[config.mk]
export PLATFORM = sky130hd
export DESIGN_NAME = hazard_scoreboard_flat
export DESIGN_NICKNAME = d
export VERILOG_FILES = /design/src/rtl/cpu_pkg.sv /design/src/rtl/hazard_scoreboard_if.sv /design/src/rtl/hazard_scoreboard_sb_entry.sv /design/src/rtl/hazard_scoreboard.sv /design/src/flat_wrapper.sv
export SDC_FILE = /design/constraint.sdc
export NUM_CORES = 1
export LEC_CHECK = 0
export ABC_CLOCK_PERIOD_IN_PS = 6100
export CAP_MARGIN = 20
export CORE_ASPECT_RATIO = 1.1
export CORE_UTILIZATION = 27
export CTS_CLUSTER_SIZE = 16
export DETAILED_ROUTE_END_ITERATION = 16
export HOLD_SLACK_MARGIN = 0.12
export SYNTH_ARGS = -nofsm -noshare
export SYNTH_HDL_FRONTEND = slang
export SYNTH_SLANG_ARGS = --single-unit
[constraint.sdc]
create_clock -name clk -period 6.1 [get_ports clk]
set_input_delay 1.525 -clock clk [delete_from_list [all_inputs] [get_ports clk]]
set_output_delay 1.525 -clock clk [all_outputs]
set_load 0.02 [all_outputs]
[src/rtl/cpu_pkg.sv]
// rtl/cpu_pkg.sv - shared forwarding-select and pipeline-age encodings
package cpu_pkg;

   localparam logic [1:0] FWD_ARRAY = 2'b00;
   localparam logic [1:0] FWD_E     = 2'b01;
   localparam logic [1:0] FWD_M     = 2'b10;
   localparam logic [1:0] FWD_W     = 2'b11;

   localparam logic [1:0] AGE_E = 2'd1;
   localparam logic [1:0] AGE_M = 2'd2;
   localparam logic [1:0] AGE_W = 2'd3;

   typedef struct packed {
      logic       valid;
      logic [1:0] age;
      logic       load;
   } sb_entry_t;

endpackage

[src/rtl/hazard_scoreboard_if.sv]
// rtl/hazard_scoreboard_if.sv - decode-side bundle between decode and the hazard scoreboard
interface hazard_scoreboard_if #(
   parameter int NREG = 32,
   parameter int AW   = 5,
   parameter int CW   = 32
);
   logic            dec_valid;
   logic [AW-1:0]   dec_rs;
   logic [AW-1:0]   dec_rt;
   logic            dec_use_rs;
   logic            dec_use_rt;
   logic            dec_wreg;
   logic [AW-1:0]   dec_waddr;
   logic            dec_is_load;
   logic            flush;
   logic            pipe_hold;
   logic            stall;
   logic [1:0]      fwd_a_sel;
   logic [1:0]      fwd_b_sel;
   logic [NREG-1:0] busy_vec;
   logic [CW-1:0]   stall_count;

   modport master (
      output dec_valid, dec_rs, dec_rt, dec_use_rs, dec_use_rt,
             dec_wreg, dec_waddr, dec_is_load, flush, pipe_hold,
      input  stall, fwd_a_sel, fwd_b_sel, busy_vec, stall_count
   );

   modport slave (
      input  dec_valid, dec_rs, dec_rt, dec_use_rs, dec_use_rt,
             dec_wreg, dec_waddr, dec_is_load, flush, pipe_hold,
      output stall, fwd_a_sel, fwd_b_sel, busy_vec, stall_count
   );
endinterface

[src/rtl/hazard_scoreboard_sb_entry.sv]
// rtl/hazard_scoreboard_sb_entry.sv - one register's pending-writer state
module sb_entry
   import cpu_pkg::*;
(
   input  logic      clk,
   input  logic      rst,
   input  logic      issue,
   input  logic      is_load,
   input  logic      advance,
   output sb_entry_t ent
);

   // Issue only fires on advancing cycles, so giving it priority lets a new
   // writer replace an older one that would otherwise age or retire.
   always_ff @(posedge clk or posedge rst) begin
      if (rst) begin
         ent <= '0;
      end else if (issue) begin
         ent.valid <= 1'b1;
         ent.age   <= AGE_E;
         ent.load  <= is_load;
      end else if (advance && ent.valid) begin
         if (ent.age == AGE_W) begin
            ent <= '0;
         end else begin
            ent.age <= ent.age + 2'd1;
         end
      end
   end

endmodule

[src/rtl/hazard_scoreboard.sv]
// rtl/hazard_scoreboard.sv - per-register scoreboard driving forwarding selects and load-use stall
module hazard_scoreboard
   import cpu_pkg::*;
#(
   parameter int NREG = 32,
   parameter int AW   = 5,
   parameter int CW   = 32
) (
   input logic               clk,
   input logic               rst,
   hazard_scoreboard_if.slave sb
);

   sb_entry_t       ent [NREG];
   sb_entry_t       ent_a;
   sb_entry_t       ent_b;
   logic            haz_a;
   logic            haz_b;
   logic            stall;
   logic            issue;
   logic            advance;
   logic [NREG-1:0] busy;
   logic [CW-1:0]   cnt;

   assign advance = ~sb.pipe_hold;
   assign issue   = sb.dec_valid & sb.dec_wreg & (sb.dec_waddr != '0)
                  & ~stall & ~sb.flush & ~sb.pipe_hold;

   assign ent[0] = '0;

   for (genvar i = 1; i < NREG; i++) begin : g_entry
      sb_entry u_entry (
         .clk     (clk),
         .rst     (rst),
         .issue   (issue && (sb.dec_waddr == AW'(i))),
         .is_load (sb.dec_is_load),
         .advance (advance),
         .ent     (ent[i])
      );
   end

   assign ent_a = ent[sb.dec_rs];
   assign ent_b = ent[sb.dec_rt];

   // A load still in E has no result yet; everything older can be forwarded.
   assign haz_a = sb.dec_use_rs && (sb.dec_rs != '0) && ent_a.valid
                && ent_a.load && (ent_a.age == AGE_E);
   assign haz_b = sb.dec_use_rt && (sb.dec_rt != '0) && ent_b.valid
                && ent_b.load && (ent_b.age == AGE_E);
   assign stall = sb.dec_valid & ~sb.flush & (haz_a | haz_b);

   always_comb begin
      sb.fwd_a_sel = FWD_ARRAY;
      sb.fwd_b_sel = FWD_ARRAY;
      if (sb.dec_use_rs && (sb.dec_rs != '0) && ent_a.valid) begin
         sb.fwd_a_sel = ent_a.age;
      end
      if (sb.dec_use_rt && (sb.dec_rt != '0) && ent_b.valid) begin
         sb.fwd_b_sel = ent_b.age;
      end
   end

   always_comb begin
      busy = '0;
      for (int i = 1; i < NREG; i++) begin
         busy[i] = ent[i].valid;
      end
   end

   always_ff @(posedge clk or posedge rst) begin
      if (rst) begin
         cnt <= '0;
      end else if (stall && advance && (cnt != '1)) begin
         cnt <= cnt + 1'b1;
      end
   end

   assign sb.stall       = stall;
   assign sb.busy_vec    = busy;
   assign sb.stall_count = cnt;

endmodule

[src/flat_wrapper.sv]
// flat-port wrapper written by rule: the top's interface ports become plain ports
module hazard_scoreboard_flat import cpu_pkg::*;
#(
   parameter int NREG = 32,
   parameter int AW   = 5,
   parameter int CW   = 32
)
  (clk, rst, sb_dec_valid, sb_dec_rs, sb_dec_rt, sb_dec_use_rs, sb_dec_use_rt, sb_dec_wreg, sb_dec_waddr, sb_dec_is_load, sb_flush, sb_pipe_hold, sb_stall, sb_fwd_a_sel, sb_fwd_b_sel, sb_busy_vec, sb_stall_count);
  hazard_scoreboard_if #(.NREG(NREG), .AW(AW), .CW(CW)) sb_i ();
  input logic clk;
  input logic rst;
  input wire logic [$bits(sb_i.dec_valid)-1:0] sb_dec_valid;
  input wire logic [$bits(sb_i.dec_rs)-1:0] sb_dec_rs;
  input wire logic [$bits(sb_i.dec_rt)-1:0] sb_dec_rt;
  input wire logic [$bits(sb_i.dec_use_rs)-1:0] sb_dec_use_rs;
  input wire logic [$bits(sb_i.dec_use_rt)-1:0] sb_dec_use_rt;
  input wire logic [$bits(sb_i.dec_wreg)-1:0] sb_dec_wreg;
  input wire logic [$bits(sb_i.dec_waddr)-1:0] sb_dec_waddr;
  input wire logic [$bits(sb_i.dec_is_load)-1:0] sb_dec_is_load;
  input wire logic [$bits(sb_i.flush)-1:0] sb_flush;
  input wire logic [$bits(sb_i.pipe_hold)-1:0] sb_pipe_hold;
  output wire logic [$bits(sb_i.stall)-1:0] sb_stall;
  output wire logic [$bits(sb_i.fwd_a_sel)-1:0] sb_fwd_a_sel;
  output wire logic [$bits(sb_i.fwd_b_sel)-1:0] sb_fwd_b_sel;
  output wire logic [$bits(sb_i.busy_vec)-1:0] sb_busy_vec;
  output wire logic [$bits(sb_i.stall_count)-1:0] sb_stall_count;
  assign sb_i.dec_valid = sb_dec_valid;
  assign sb_i.dec_rs = sb_dec_rs;
  assign sb_i.dec_rt = sb_dec_rt;
  assign sb_i.dec_use_rs = sb_dec_use_rs;
  assign sb_i.dec_use_rt = sb_dec_use_rt;
  assign sb_i.dec_wreg = sb_dec_wreg;
  assign sb_i.dec_waddr = sb_dec_waddr;
  assign sb_i.dec_is_load = sb_dec_is_load;
  assign sb_i.flush = sb_flush;
  assign sb_i.pipe_hold = sb_pipe_hold;
  assign sb_stall = sb_i.stall;
  assign sb_fwd_a_sel = sb_i.fwd_a_sel;
  assign sb_fwd_b_sel = sb_i.fwd_b_sel;
  assign sb_busy_vec = sb_i.busy_vec;
  assign sb_stall_count = sb_i.stall_count;
  hazard_scoreboard #(.NREG(NREG), .AW(AW), .CW(CW)) u_core (.clk(clk), .rst(rst), .sb(sb_i));
endmodule
## Yosys cells after proc, flatten, opt, wreduce, memory -nomap -nowiden

Cells that the tools add are included.

| storage, ports and cells | value |
|---|---|
| register bits | 156 |
| input bits | 24 |
| output and inout bits | 69 |

| cells by class | value |
|---|---|
| $add $sub $neg | 32 |
| magnitude comparators | 2 |
| equal/unequal tests | 65 |
| muxes and demuxes | 132 |
| bitwise operators | 13 |
| reductions and logical operators | 168 |

Operators with widths:

| kind | count |
|---|---|
| $mux W4 | 66 |
| $reduce_bool A2 Y1 | 62 |
| $eq A5 B5 Y1 const B | 16 |
| $logic_and A1 B1 Y1 | 72 |
| $mux W2 | 33 |
| $add A2 B1 Y2 const B | 31 |
| $eq A2 B2 Y1 const B | 31 |
| $reduce_and A2 Y1 | 31 |
| $bmux W4 S5 | 2 |
| $eq A5 B4 Y1 const B | 8 |
| $add A32 B1 Y32 const B | 1 |
| $ne A32 B32 Y1 const B | 1 |
| $mux W1 | 31 |
| $eq A5 B3 Y1 const B | 4 |
| $reduce_bool A5 Y1 | 3 |
| $ge A6 B6 Y1 const B | 2 |
| $not A5 Y6 | 2 |
| $eq A5 B2 Y1 const B | 2 |
| $and A1 B1 Y1 | 7 |
| $eq A5 B1 Y1 const B | 1 |
| $eq A2 B1 Y1 const B | 2 |
| $not A1 Y1 | 3 |
| $or A1 B1 Y1 | 1 |

## Longest topological paths before layout

| depth | value |
|---|---|
| depth in word-level cells | 16 |
| gate-level depth with buffers | 15 |
| mapped depth without buffers | 8 |

## Modules after synthesis

A second synthesis with hierarchy kept.

| second synthesis, totals | value |
|---|---|
| cell total of the unflattened synthesis | 939 |
| area total of the unflattened synthesis | 9,978.3 um2 |

By module, submodules not included:

| module | times used | cells each | area each (um2) | seq. area each (um2) |
|---|---|---|---|---|
| sb_entry | 31 | 17 | 188.9 | 100.1 |
| hazard_scoreboard | 1 | 412 | 4,121.5 | 800.8 |

## Worst setup path before layout

OpenSTA, ideal clock, no wires.

| path | value |
|---|---|
| path kind | input -> output |
| start point | input sb_dec_rs[0] |
| end point | output sb_stall |
| arrival time | 4.193 ns |
| required time | 4.575 ns |
| setup slack | 0.382 ns |
| stages on the path | 13 |
| path buffers | 6 |
| path through | buf_2 -> buf_6 -> buf_4 -> mux2i_1 -> o211ai_1 -> nor3_1 -> or4_1 -> a21oi_1 -> a32o_1 -> buf_6 -> buf_2 -> buf_2 -> and3b_1 |

| between the ends | value |
|---|---|
| cells in the longest elaborated chain, start to end | 9 |
| elaborated cells on any way between the ends | 12 |
| classes of those cells | eq/ne (1); mux (3); bitwise (3); reduce/logical (5) |

Ends and longest elaborated chain:

| element | RTL line | source |
|---|---|---|
| start, declared | flat_wrapper.sv:13 | `input wire logic [$bits(sb_i.dec_rs)-1:0] sb_dec_rs;` |
| $not A5 Y6 (implied by the code) | hazard_scoreboard.sv:42 | `assign ent_a = ent[sb.dec_rs];` |
| $bmux W4 S5 | hazard_scoreboard.sv:42 |  |
| $mux W4 (implied by the code) (2 in series) | hazard_scoreboard.sv:42 |  |
| $logic_and A1 B1 Y1 | hazard_scoreboard.sv:46 | `assign haz_a = sb.dec_use_rs && (sb.dec_rs != '0) && ent_a.valid` |
| $logic_and A1 B1 Y1 | hazard_scoreboard.sv:47 | `&& ent_a.load && (ent_a.age == AGE_E);` |
| $logic_and A1 B1 Y1 * | hazard_scoreboard.sv:47 |  |
| $or A1 B1 Y1 * | hazard_scoreboard.sv:50 | `assign stall = sb.dec_valid & ~sb.flush & (haz_a \| haz_b);` |
| $and A1 B1 Y1 * | hazard_scoreboard.sv:50 |  |
| end, declared | flat_wrapper.sv:22 | `output wire logic [$bits(sb_i.stall)-1:0] sb_stall;` |

Every way passes the cells marked *; elsewhere a longest branch is shown, timed or not. The select of a mux whose other input is x is not followed.

## Final worst setup path

| path | value |
|---|---|
| start point | input sb_dec_rs[2] |
| end point | output sb_fwd_a_sel[0] |

| between the ends | value |
|---|---|
| cells in the longest elaborated chain, start to end | 6 |
| elaborated cells on any way between the ends | 8 |
| classes of those cells | mux (4); bitwise (1); reduce/logical (3) |

Ends and longest elaborated chain:

| element | RTL line | source |
|---|---|---|
| $not A5 Y6 (implied by the code) | hazard_scoreboard.sv:42 |  |
| $bmux W4 S5 | hazard_scoreboard.sv:42 |  |
| $mux W4 (implied by the code) (2 in series) | hazard_scoreboard.sv:42 |  |
| $logic_and A1 B1 Y1 | hazard_scoreboard.sv:55 | `if (sb.dec_use_rs && (sb.dec_rs != '0) && ent_a.valid) begin` |
| $mux W2 * | hazard_scoreboard.sv:55 |  |
| end, declared | flat_wrapper.sv:23 | `output wire logic [$bits(sb_i.fwd_a_sel)-1:0] sb_fwd_a_sel;` |

Marked as above.

==> summary.md <==
| Metric | Value |
|---|---|
| Status | `finished clean` |
| Placed Cells | `1,480` |
| Netlist area before placement | `0.0105 sq mm` |
| Worst slack, placed | `roughly 140 ps` |
| Top cell by count, worst path | `clkdlybuf4s50_1` |
| Wirelength, routed | `30,100 um` |
| Area growth, synth to finish | `18.9%` |
| Initial antenna violation count | `0` |
| DRT antenna net count | `0` |
| Syn_nets | `between 900 and 1,000` |
| Flop and latch count out of synthesis | `between 150 and 200` |
| Final core utilization | `32.6%` |
| CTS root buffer | `clkbuf_16` |
| Final-report setup violation count | `0` |
| Most frequent cells after synthesis | `156 x dfrtp_1, 79 x nor2_1, 69 x mux2i_1, 57 x nor2b_1, 48 x mux4_2` |
| Synth top area share | `between 30% and 40%` |
| Worst skew pair latency | `roughly 430 ps` |
| Final worst slack | `352 ps` |
| Initial core utilization | `27.4%` |
| Worst R2R Path Depth | `10` |
| Setup crit start | `sb_dec_rs[2]` |
| Die Y | `209 um` |
| Reg2reg end | `u_core.g_entry[25].u_entry.ent[0]` |
| Top-count cell post-synth | `dfrtp_1` |
| TritonRoute pass-1 iters | `5` |
| Final GP Congestion | `0.899` |
| Vias in the first global route | `7,904` |
| Syn avg cell area | `11.1 sq um` |
| P_leak | `about 5.3 nW` |
| RSZ-0062 raised after global routing | `no` |
| Worst slew pin tran | `1070 ps` |
| Max_slew headroom | `29.0%` |
| R2r setup slk | `2110 ps` |
| I/O pin cnt | `slightly above 90` |
| Period Utilization, post-route | `~94%` |
| Final Max Tran Viols | `0` |
| Critical path peak fanout | `28` |
| Final hold vios | `0` |
| CP bufs+invs | `4` |
| Fin cells | `1,512` |
| CTS tree | `done` |
| Placed wire-length estimate | `21,500 um` |
| Setup CP Type | `input port to primary output` |
| Number of distinct library cells after synthesis | `62` |
| Most used DFF post-synth | `dfrtp_1` |
| Peak VDD IR | `0.000201 V` |
| Share of cells above drive strength 1 | `16.0%` |
| Setup Skew | `14.6 ps` |
| Core area | `about 0.038 sq mm` |
| Final #Nets | `between 1,000 and 1,500` |
| WP data required | `roughly 4600 ps` |
| Final TNS setup | `0 ps` |
| Routed vias | `7,858` |
| Slowest-stage cell, CP | `clkdlybuf4s50_1` |
| Worst Hold Class | `flip-flop to flip-flop` |
| CP cell instances | `clkdlybuf4s50_1 > buf_12 > mux4_2 > mux2_2 > a221oi_1 > or4_1 > a21oi_1 > buf_4 > clkdlybuf4s50_1` |
| Max H-tree Level | `4` |
| Max-cap violations | `0` |
| Die Span X | `between 150 and 200 um` |
| CP Launch Type | `input port` |
| Sequential fraction of the synthesis area | `about 37%` |
| # rows | `75` |
| Number of synthesized flops with an enable pin | `0` |
| Port Buffers | `91` |
| Die area | `0.0396 sq mm` |
| Fmax | `174 MHz` |
| Top cells by area, synth | `dfrtp_1 37%, mux4_2 10%, mux2i_1 6.6%, nor4_4 3.9%, ha_1 3.8%` |
| Clk slew on worst S/H paths | `70 ps` |
| Crit path largest cell delay | `590 ps` |
| Synth warn | `0` |
| Cell taking the most area after synthesis | `dfrtp_1` |
| WP data arrival | `4220 ps` |
| Hold Path Depth | `1` |
| CP top delay family | `buffers and inverters` |
| First-pass GRT wire length | `47,100 um` |
| # clock sinks | `about 160` |
| Clk buf depth | `2` |
| Largest net degree at the start of global routing | `85` |
| Worst Setup End Kind | `primary output` |
| Power Density | `309 mW/mm^2` |
| Hold WS | `495 ps` |
| Gr ovfl total | `0` |
| Worst hold start | `u_core.sb.stall_count[11]` |
| Period minus WS final | `5750 ps` |
| WL/cell | `19.9 um` |
| DR vias/cell | `5.20` |
| Starting DRT DRC Count | `530` |
| Gate Count Post-Synth | `942` |
| Post-synth ARST share | `100%` |
| Hold EP | `u_core.sb.stall_count[11]` |
| CTS Buf Count | `17` |
| Post-CTS Setup Inserts | `0` |
| GRT Util Overall | `between 10% and 20%` |
| Residual DRC count | `0` |
| Antenna diode count | `0` |
| Reg2reg start | `u_core.g_entry[1].u_entry.ent[3]` |
registers in the layout, summed over array words and instances, names as in the netlist:
| register | cells |
|---|---|
| u_core.g_entry.u_entry.ent | 124 |
| u_core.sb.stall_count | 32 |
routing by layer:
| metal | global-route usage [%] | wire, um |
|---|---|---|
| met2 | 24.5 | 14100 |
| met1 | 20.9 | 13600 |
| met4 | 5.53 | 758 |
| met3 | 3.43 | 1680 |
| met5 | 0 | 0 |
power by group:
| part | leakage [nW] | internal, W | switching (W) |
|---|---|---|---|
| Sequential | 2.08 | 0.00125 | 0.000347 |
| Combinational | 2.92 | 0.000584 | 0.000515 |
| Clock | 0.301 | 0.000667 | 0.000484 |
| Total | 5.30 | 0.00250 | 0.00135 |
worst max path at each step:
stage | to | cells past startpoint
final | sb_fwd_a_sel[0] | 9
after floorplan | u_core.g_entry[10].u_entry.ent[0] | 1
after detailed placement | sb_stall | 10
after CTS | sb_stall | 11
after global routing | sb_fwd_a_sel[0] | 9
after global placement | sb_stall | 10
stage by stage:
step                cell area, sq um  power, W
finish                         12500   0.00385
global route                   12500   0.00407
CTS                            12500   0.00388
detailed placement             11800   0.00271
global placement               11800   0.00266
floorplan                      10500   0.00232
cell families after synthesis:
logic type | share of synthesized area [%]
AND/OR/NAND/NOR | 19.9
multiplexers | 21.2
flip-flops | 37.2
AO/OA/AOI/OAI | 9.57
buffers and inverters | 5.63
adder cells (fa/ha/maj) | 3.82
XOR/XNOR | 2.59
other | 0.0358
worst register-to-register path: stages (launching register included):
cell       delay [ps]
dfrtp_1           430
mux2_1            300
a221oi_1          440
a2111oi_0         140
o311ai_1          400
a21oi_1           130
a32o_4            350
buf_4             330
buf_4             430
nor4_2            560
mux2_1            370
what timing repair did:
item	4_1_cts	5_1_grt
endpoints found under the hold margin	0	0
endpoints found under the setup margin	0	1
hold buffers	0	0
resized for setup	0	1
final cells by class:
class	instances	area, sq um
Multi-Input combinational cell	680	6020
Clock inverter	13	179
Clock buffer	19	443
Timing Repair Buffer	124	1210
Sequential cell	156	3900
Inverter	20	80.1
Fill cell	3830	25700
Tap cell	500	626
placed cells by master, fill, tap and decap left out, types with 4 or more instances in the layout:
master,count
nor4_1,4
nor2b_1,57
nand4_1,14
a211o_1,20
mux4_2,48
dfrtp_1,156
clkdlybuf4s50_1,85
buf_2,5
inv_1,18
and3_1,14
buf_4,27
inv_6,6
a21oi_1,9
xnor2_1,31
a21boi_0,31
nand2b_1,34
ha_1,32
nor4_4,19
and2_1,4
nand3_1,24
mux2i_1,69
o21ai_0,8
a21o_1,23
clkbuf_16,17
buf_12,6
nor3_1,4
mux2_1,34
nor2_1,79
or4_1,9
mux2_2,6
a31oi_1,4
a22oi_1,5
nand2_1,42
nor4_2,12
Note: power is estimated with default switching activity, not from simulation.
